$ cat config.mk
export PLATFORM = sky130hd
export DESIGN_NAME = uart_rx_fifo
export DESIGN_NICKNAME = d
export VERILOG_FILES = /design/src/rtl/uart_rx_fifo.sv
export SDC_FILE = /design/constraint.sdc
export NUM_CORES = 1
export LEC_CHECK = 0
export CORE_MARGIN = 1.5
export CORE_UTILIZATION = 53
export DETAILED_ROUTE_END_ITERATION = 16
export PLACE_DENSITY_LB_ADDON = 0.1
export SYNTH_ARGS = -nofsm -noshare
export SYNTH_HDL_FRONTEND = slang
export SYNTH_SLANG_ARGS = --single-unit
$ cat constraint.sdc
create_clock -name clk -period 2.32 [get_ports clk]
set_input_delay 0.464 -clock clk [delete_from_list [all_inputs] [get_ports clk]]
set_output_delay 0.464 -clock clk [all_outputs]
set_load 0.005 [all_outputs]
$ cat src/rtl/uart_rx_fifo.sv
// UART 8N1 receiver with a small receive FIFO and a valid/ready byte output.
//   clk        : system clock, rising edge
//   reset_pin  : asynchronous reset, active low
//   rx         : raw serial input, idle high, asynchronous to clk
//   m_data     : byte at FIFO head (registered)
//   m_valid    : FIFO non-empty (registered)
//   m_ready    : consumer accepts m_data when m_valid && m_ready
//   fifo_level : number of stored bytes, 0..FIFO_DEPTH
//   busy       : receiver FSM not idle
//   frame_err  : 1-cycle pulse, stop bit sampled low
//   overrun    : 1-cycle pulse, received byte dropped because FIFO full
module uart_rx_fifo #(
  parameter int unsigned CLKS_PER_BIT = 72,
  parameter int unsigned FIFO_DEPTH   = 4
) (
  input  logic                          clk,
  input  logic                          reset_pin,
  input  logic                          rx,
  output logic [7:0]                    m_data,
  output logic                          m_valid,
  input  logic                          m_ready,
  output logic [$clog2(FIFO_DEPTH):0]   fifo_level,
  output logic                          busy,
  output logic                          frame_err,
  output logic                          overrun
);

  localparam int unsigned CNT_W = $clog2(CLKS_PER_BIT);
  localparam int unsigned PTR_W = $clog2(FIFO_DEPTH);
  localparam int unsigned LVL_W = PTR_W + 1;

  localparam logic [CNT_W-1:0] HALF_LOAD = CNT_W'(CLKS_PER_BIT / 2 - 1);
  localparam logic [CNT_W-1:0] FULL_LOAD = CNT_W'(CLKS_PER_BIT - 1);
  localparam logic [LVL_W-1:0] DEPTH_LVL = LVL_W'(FIFO_DEPTH);

  typedef enum logic [2:0] {
    ST_IDLE,
    ST_START,
    ST_DATA,
    ST_STOP,
    ST_BREAK
  } state_t;

  logic             rx_meta;
  logic             rx_s;
  state_t           state,   state_n;
  logic [CNT_W-1:0] cnt,     cnt_n;
  logic [2:0]       idx,     idx_n;
  logic [7:0]       shreg,   shreg_n;
  logic [7:0]       mem      [FIFO_DEPTH];
  logic [7:0]       mem_n    [FIFO_DEPTH];
  logic [PTR_W-1:0] rd_ptr,  rd_n;
  logic [PTR_W-1:0] wr_ptr,  wr_n;
  logic [LVL_W-1:0] level_n;
  logic [7:0]       m_data_n;
  logic             m_valid_n;
  logic             busy_n;
  logic             ferr_n;
  logic             ovr_n;
  logic             push_c;
  logic             push_ok_c;
  logic             pop_c;
  logic             full_c;

  // State and datapath registers; sync flops reset high so release is not a start edge.
  always_ff @(posedge clk or negedge reset_pin) begin
    if (!reset_pin) begin
      rx_meta    <= 1'b1;
      rx_s       <= 1'b1;
      state      <= ST_IDLE;
      cnt        <= '0;
      idx        <= '0;
      shreg      <= '0;
      mem        <= '{default: '0};
      rd_ptr     <= '0;
      wr_ptr     <= '0;
      fifo_level <= '0;
      m_data     <= '0;
      m_valid    <= 1'b0;
      busy       <= 1'b0;
      frame_err  <= 1'b0;
      overrun    <= 1'b0;
    end else begin
      rx_meta    <= rx;
      rx_s       <= rx_meta;
      state      <= state_n;
      cnt        <= cnt_n;
      idx        <= idx_n;
      shreg      <= shreg_n;
      mem        <= mem_n;
      rd_ptr     <= rd_n;
      wr_ptr     <= wr_n;
      fifo_level <= level_n;
      m_data     <= m_data_n;
      m_valid    <= m_valid_n;
      busy       <= busy_n;
      frame_err  <= ferr_n;
      overrun    <= ovr_n;
    end
  end

  // Receiver next-state: all sampling points land at mid-bit via the down-counter.
  always_comb begin
    state_n = state;
    cnt_n   = cnt;
    idx_n   = idx;
    shreg_n = shreg;
    push_c  = 1'b0;
    ferr_n  = 1'b0;
    unique case (state)
      ST_IDLE: begin
        if (!rx_s) begin
          state_n = ST_START;
          cnt_n   = HALF_LOAD;
        end
      end
      ST_START: begin
        if (cnt == '0) begin
          if (!rx_s) begin
            state_n = ST_DATA;
            cnt_n   = FULL_LOAD;
            idx_n   = 3'd0;
          end else begin
            state_n = ST_IDLE;
          end
        end else begin
          cnt_n = cnt - CNT_W'(1);
        end
      end
      ST_DATA: begin
        if (cnt == '0) begin
          shreg_n = {rx_s, shreg[7:1]};
          cnt_n   = FULL_LOAD;
          if (idx == 3'd7) begin
            state_n = ST_STOP;
          end else begin
            idx_n = idx + 3'd1;
          end
        end else begin
          cnt_n = cnt - CNT_W'(1);
        end
      end
      ST_STOP: begin
        // Return to idle at mid-stop so the next start edge is not missed.
        if (cnt == '0) begin
          if (rx_s) begin
            push_c  = 1'b1;
            state_n = ST_IDLE;
          end else begin
            ferr_n  = 1'b1;
            state_n = ST_BREAK;
          end
        end else begin
          cnt_n = cnt - CNT_W'(1);
        end
      end
      ST_BREAK: begin
        if (rx_s) begin
          state_n = ST_IDLE;
        end
      end
      default: begin
        state_n = ST_IDLE;
      end
    endcase
  end

  // FIFO next-state; a pop frees a slot for a same-cycle push even when full.
  always_comb begin
    mem_n     = mem;
    rd_n      = rd_ptr;
    wr_n      = wr_ptr;
    level_n   = fifo_level;
    ovr_n     = 1'b0;
    pop_c     = m_valid && m_ready;
    full_c    = (fifo_level == DEPTH_LVL);
    push_ok_c = push_c && (!full_c || pop_c);

    if (pop_c) begin
      rd_n = rd_ptr + PTR_W'(1);
    end
    if (push_ok_c) begin
      mem_n[wr_ptr] = shreg;
      wr_n          = wr_ptr + PTR_W'(1);
    end
    if (push_c && !push_ok_c) begin
      ovr_n = 1'b1;
    end

    if (push_ok_c && !pop_c) begin
      level_n = fifo_level + LVL_W'(1);
    end else if (!push_ok_c && pop_c) begin
      level_n = fifo_level - LVL_W'(1);
    end

    m_data_n  = mem_n[rd_n];
    m_valid_n = (level_n != '0);
    busy_n    = (state_n != ST_IDLE);
  end

endmodule
**Word level (Yosys, flattened, before mapping)**

Index checks and enable logic that the tools add are counted.
W data, S select, Z words.

- Logic and storage cells: 98
- Output and inout bits: 15
- Flip-flop bits (word level): 74

- Equality and inequality tests: 13
- Bitwise operators: 2
- Add/sub/neg operators: 6
- Reduce and logical (&&, ||, !) cells: 19
- Multiplexer cells: 37
- Order comparisons: 3

Operator list:

| operator | number |
|---|---|
| $mux W3 | 13 |
| $mux W7 | 5 |
| $bwmux W32 | 1 |
| $mux W32 | 1 |
| $pmux W7 S4 | 1 |
| $mux W8 | 3 |
| $bmux W8 S2 | 1 |
| $demux W8 S2 | 1 |
| $pmux W3 S5 | 1 |
| $ne A2 B2 Y1 const B | 6 |
| $eq A3 B3 Y1 const B | 3 |
| $logic_not A7 Y1 | 1 |
| $mux W1 | 7 |
| $sub A7 B1 Y7 const B | 1 |
| $add A3 B1 Y3 const B | 2 |
| $eq A3 B2 Y1 const B | 2 |
| $ge A3 B3 Y1 const B | 2 |
| $logic_and A1 B1 Y1 | 6 |
| $not A2 Y3 | 2 |
| $pmux W3 S2 | 1 |
| $reduce_bool A3 Y1 | 2 |
| $reduce_and A5 Y1 | 1 |
| $add A2 B1 Y2 const B | 2 |
| $mux W2 | 2 |
| other kinds (11) | 13 |

**Logic depth before layout (Yosys ltp)**

Gate-level depths: netlist of the first run.

- Word-level depth: 10
- Depth in mapped cells: 9

**Worst setup path after synthesis of the first run**

OpenSTA, ideal clock, no wires.

- Kind: reg2reg
- Start point: reg fifo_level[0]
- End point: reg m_data[6]
- Library setup time: 0.138 ns
- Cell stages (with the launch flop): 9
- Path buffers: 1
- Arrival: 2.146 ns
- Slack: 0.036 ns
- Data required time: 2.182 ns
- Cell sequence: dfrtp_1 inv_1 ha_1 ha_1 a21bo_2 and4_1 buf_4 mux2_4 mux4_2

RTL lines:

| item | RTL line | text |
|---|---|---|
| from (decl) | 22 | `output logic [$clog2(FIFO_DEPTH):0] fifo_level,` |
| from (signal assigned) | 93 | `fifo_level <= level_n;` |
| to (signal assigned) | 94 | `m_data <= m_data_n;` |
| to (decl) | 19 | `output logic [7:0] m_data,` |

==> results of run 1 <==
==> through the flow <==
step | setup TNS, ns | util, %
3_3_place_gp | -0.492 | 62.9
2_1_floorplan | 0 | -
5_1_grt | -0.0462 | 67.0
6_report | 0 | 67.0
4_1_cts | 0 | 66.3
3_5_place_dp | -0.689 | 62.9
==> worst max-delay path by stage <==
stage,startpoint,cells past startpoint,end,slack (ns)
detailed placement,m_ready,7,m_data[2],-0.13
floorplan,fifo_level[0],8,m_data[6],0.04
finish,cnt[0],6,m_data[6],0.08
global route,cnt[0],8,m_data[2],-0.04
global placement,m_ready,5,m_data[6],-0.09
CTS,fifo_level[0],7,m_data[6],0.06
==> cell type report <==
type / instances / area [µm²]
clock inverter: 5 / 61.3
timing repair buffer: 39 / 352
fill: 470 / 1990
sequential: 74 / 1850
tap: 75 / 93.8
multi-input combinational: 194 / 1490
inverter: 11 / 41.3
clock buffer: 11 / 141
==> report_power, final <==
group	switching (µW)	total, µW	internal (µW)
logic	845	1630	783
registers	174	1670	1490
clock network	482	1020	535
==> cell usage in the layout (no fill, tap or decap), types with 3 or more instances in the layout <==
| master | count |
|---|---|
| sky130_fd_sc_hd__nor4bb_2 | 3 |
| sky130_fd_sc_hd__nor2_1 | 30 |
| sky130_fd_sc_hd__dfrtp_1 | 72 |
| sky130_fd_sc_hd__a21oi_1 | 9 |
| sky130_fd_sc_hd__nor3_1 | 16 |
| sky130_fd_sc_hd__nand4_2 | 3 |
| sky130_fd_sc_hd__a31oi_1 | 3 |
| sky130_fd_sc_hd__xnor2_1 | 3 |
| sky130_fd_sc_hd__ha_1 | 10 |
| sky130_fd_sc_hd__inv_1 | 10 |
| sky130_fd_sc_hd__clkdlybuf4s50_1 | 17 |
| sky130_fd_sc_hd__nor4_1 | 8 |
| sky130_fd_sc_hd__o21ai_0 | 11 |
| sky130_fd_sc_hd__buf_4 | 20 |
| sky130_fd_sc_hd__mux2_2 | 40 |
| sky130_fd_sc_hd__nand2_1 | 18 |
| sky130_fd_sc_hd__xor2_1 | 3 |
| sky130_fd_sc_hd__clkbuf_8 | 10 |
==> worst reg2reg max path: cells and delay by family, from the launching register on <==
family                     cells  cell delay, ns
adders and majority gates      1            0.28
buffers and inverters          1            0.08
DFF                            1            0.40
muxes                          2            0.77
and+or+nand+nor                2            0.59
==> state kept, by name (all words and copies together) (netlist names) <==
| signal | flops |
|---|---|
| rd_ptr | 2 |
| fifo_level | 3 |
| frame_err | 1 |
| wr_ptr | 2 |
| overrun | 1 |
| rx_s | 1 |
| cnt | 7 |
| m_valid | 1 |
| mem | 32 |
| rx_meta | 1 |
| m_data | 8 |
| idx | 3 |
| busy | 1 |
| state | 3 |
| shreg | 8 |
==> timing repair <==
action | CTS | global route
endpoints found under the setup margin | 0 | 7
hold buffers | 0 | 0
hold endpoints to repair | 0 | 0
resized for setup | 0 | 8
==> cell families after synthesis <==
kind of cell             Yosys count  share of synthesized area (%)
adder cells (fa/ha/maj)           10                           3.70
AND/OR/NAND/NOR                   95                           15.3
buffers and inverters             18                           2.26
XOR/XNOR                           7                           1.81
AO/OA/AOI/OAI                     38                           7.10
multiplexers                      44                           15.0
flip-flops                        74                           54.8
==> metal layers <==
metal  vias to the layer above  track usage [%]
met3                        11             4.67
met2                        37             34.3
met5                         -                0
met1                      1122             28.1
met4                         0             7.88
li1                       1112                -
==> metrics, run 1 <==
async set-or-reset flop fraction in the synthesized netlist 100%; most frequently used flop master after synthesis sky130_fd_sc_hd__dfrtp_1; total number of vias ~2300; ANT nets after route 0; post-route met1 wirelength 3.16 mm; Inserted Diodes 0; worst slew slack as a fraction of its limit roughly 61%; Die Ht 82.9 µm; maximum clock frequency 446 MHz; net count of the mapped netlist 300; wirelength, routed 6.76 mm; start-to-end type of the worst setup path reg2reg; worst skew pair latency 0.34 ns; via-per-instance ratio 5.58; CTS clk-pin slew, worst paths 0.07 ns; PortBufs 18; crit path max-delay cell type sky130_fd_sc_hd__mux4_2; Detail Placement HPWL about 4.6 mm; run status complete, no violations; synthesized area per cell 11.8 µm²; total clock buffers created by CTS 9; placed cells 393; number of global-route vias before repair about 2300; I/O pin count 19; Worst R2R End m_data[6]; most common cell in the synthesized netlist sky130_fd_sc_hd__dfrtp_1; core outline area approximately 6000 µm²; portion of the post-synthesis area used by sequential elements 54.8%; most area-hungry cell type in the Yosys netlist sky130_fd_sc_hd__dfrtp_1; count of flip-flops with a built-in enable after synthesis 0; worst-case clock buffer depth 2; total clock sinks 74; maxcap violations 0; highest metal layer with signal wires met4; root buffer selected by CTS sky130_fd_sc_hd__clkbuf_8; placement-stage cell area 3790 µm²; area share of the largest cell type after synthesis 53.3%; maximum VDD drop 0.000677 V; setup-violating endpoint count in the final report 0; worst-path cell chain inv_1, ha_1, nor4bb_2, and4_4, mux2_4, mux4_2; clock tree from TritonCTS done; path category of the worst min-delay check in2async; die width 82.9 µm; number of standard cells in the layout, taps in and fillers out 409; total number of placement rows 28; number of nets in the finished design 343; placement-stage worst setup slack -0.131 ns; Period minus WS final 2.24 ns; total die area 6870 µm²; clock skew after layout 0.0124 ns; Pwr Density between 1000 and 1500 nW/µm²; critical path data arrival time 2.45 ns; Routed met3 length 232 µm; largest net degree at the start of global routing 41; hold slack 0.0730 ns; DRC violation total after the first TritonRoute iteration 155; critical path fanouts, max 8; routability-driven placement congestion ratio 0.808; number of register bits inferred by synthesis 74; hold violation total from the final report 0; combined area of all synthesized cells 3380 µm²; main area contributors after synthesis sky130_fd_sc_hd__dfrtp_1, sky130_fd_sc_hd__mux2_2, sky130_fd_sc_hd__ha_1; DR pass1 iterations 4; area growth from synthesis to layout 19.3%; initial core utilization 56.1%; global-route wire length before repair 11.4 mm; wire length per cell after detailed routing around 17 µm; final worst-path setup slack 0.0800 ns; count of pins over their slew limit 0; CP top delay family multiplexers; Yosys warning count 0; leading cell types by count after synthesis sky130_fd_sc_hd__dfrtp_1, sky130_fd_sc_hd__mux2_2, sky130_fd_sc_hd__nor2_1, sky130_fd_sc_hd__nand2_1, sky130_fd_sc_hd__nor3_1; slew at the pin closest to its max-slew limit 0.583 ns; total routing resource utilization after global routing 21.2%; minimum setup slack among reg-to-reg paths 0.08 ns; element type at the critical path start register; WP data required 2.53 ns; fin crit share a little over nine tenths; post-route cell area 4040 µm²; total chip power 4310 µW; maximum single-stage delay on the critical path 0.46 ns; number of remaining DRC errors 0; length in cells of the worst reg-to-reg path 6; H-tree level count 3; Reg2Reg Launch Point cnt[0]; sum of met2 wire segment lengths after detailed routing 3.28 mm; post-synthesis instance total 286; number of antenna violations at the first check in global routing 0; number of buffers added for setup after CTS 0; count of cell types in the netlist 48; ratio of cells with drive above 1 in the final layout 29.3%; global route total overflow 0; CP endpoint kind register; leakage power figure 0.00191 µW; count of buffering cells on the critical path with inverters included 1
No activity file was read; power rests on OpenSTA's default activity.
==> inputs of run 2 (changes only) <==
TNS_END_PERCENT = 100   (was unset)
==> results of run 2 <==
No change in the layout: final DEF, timing and power equal those of run 1.
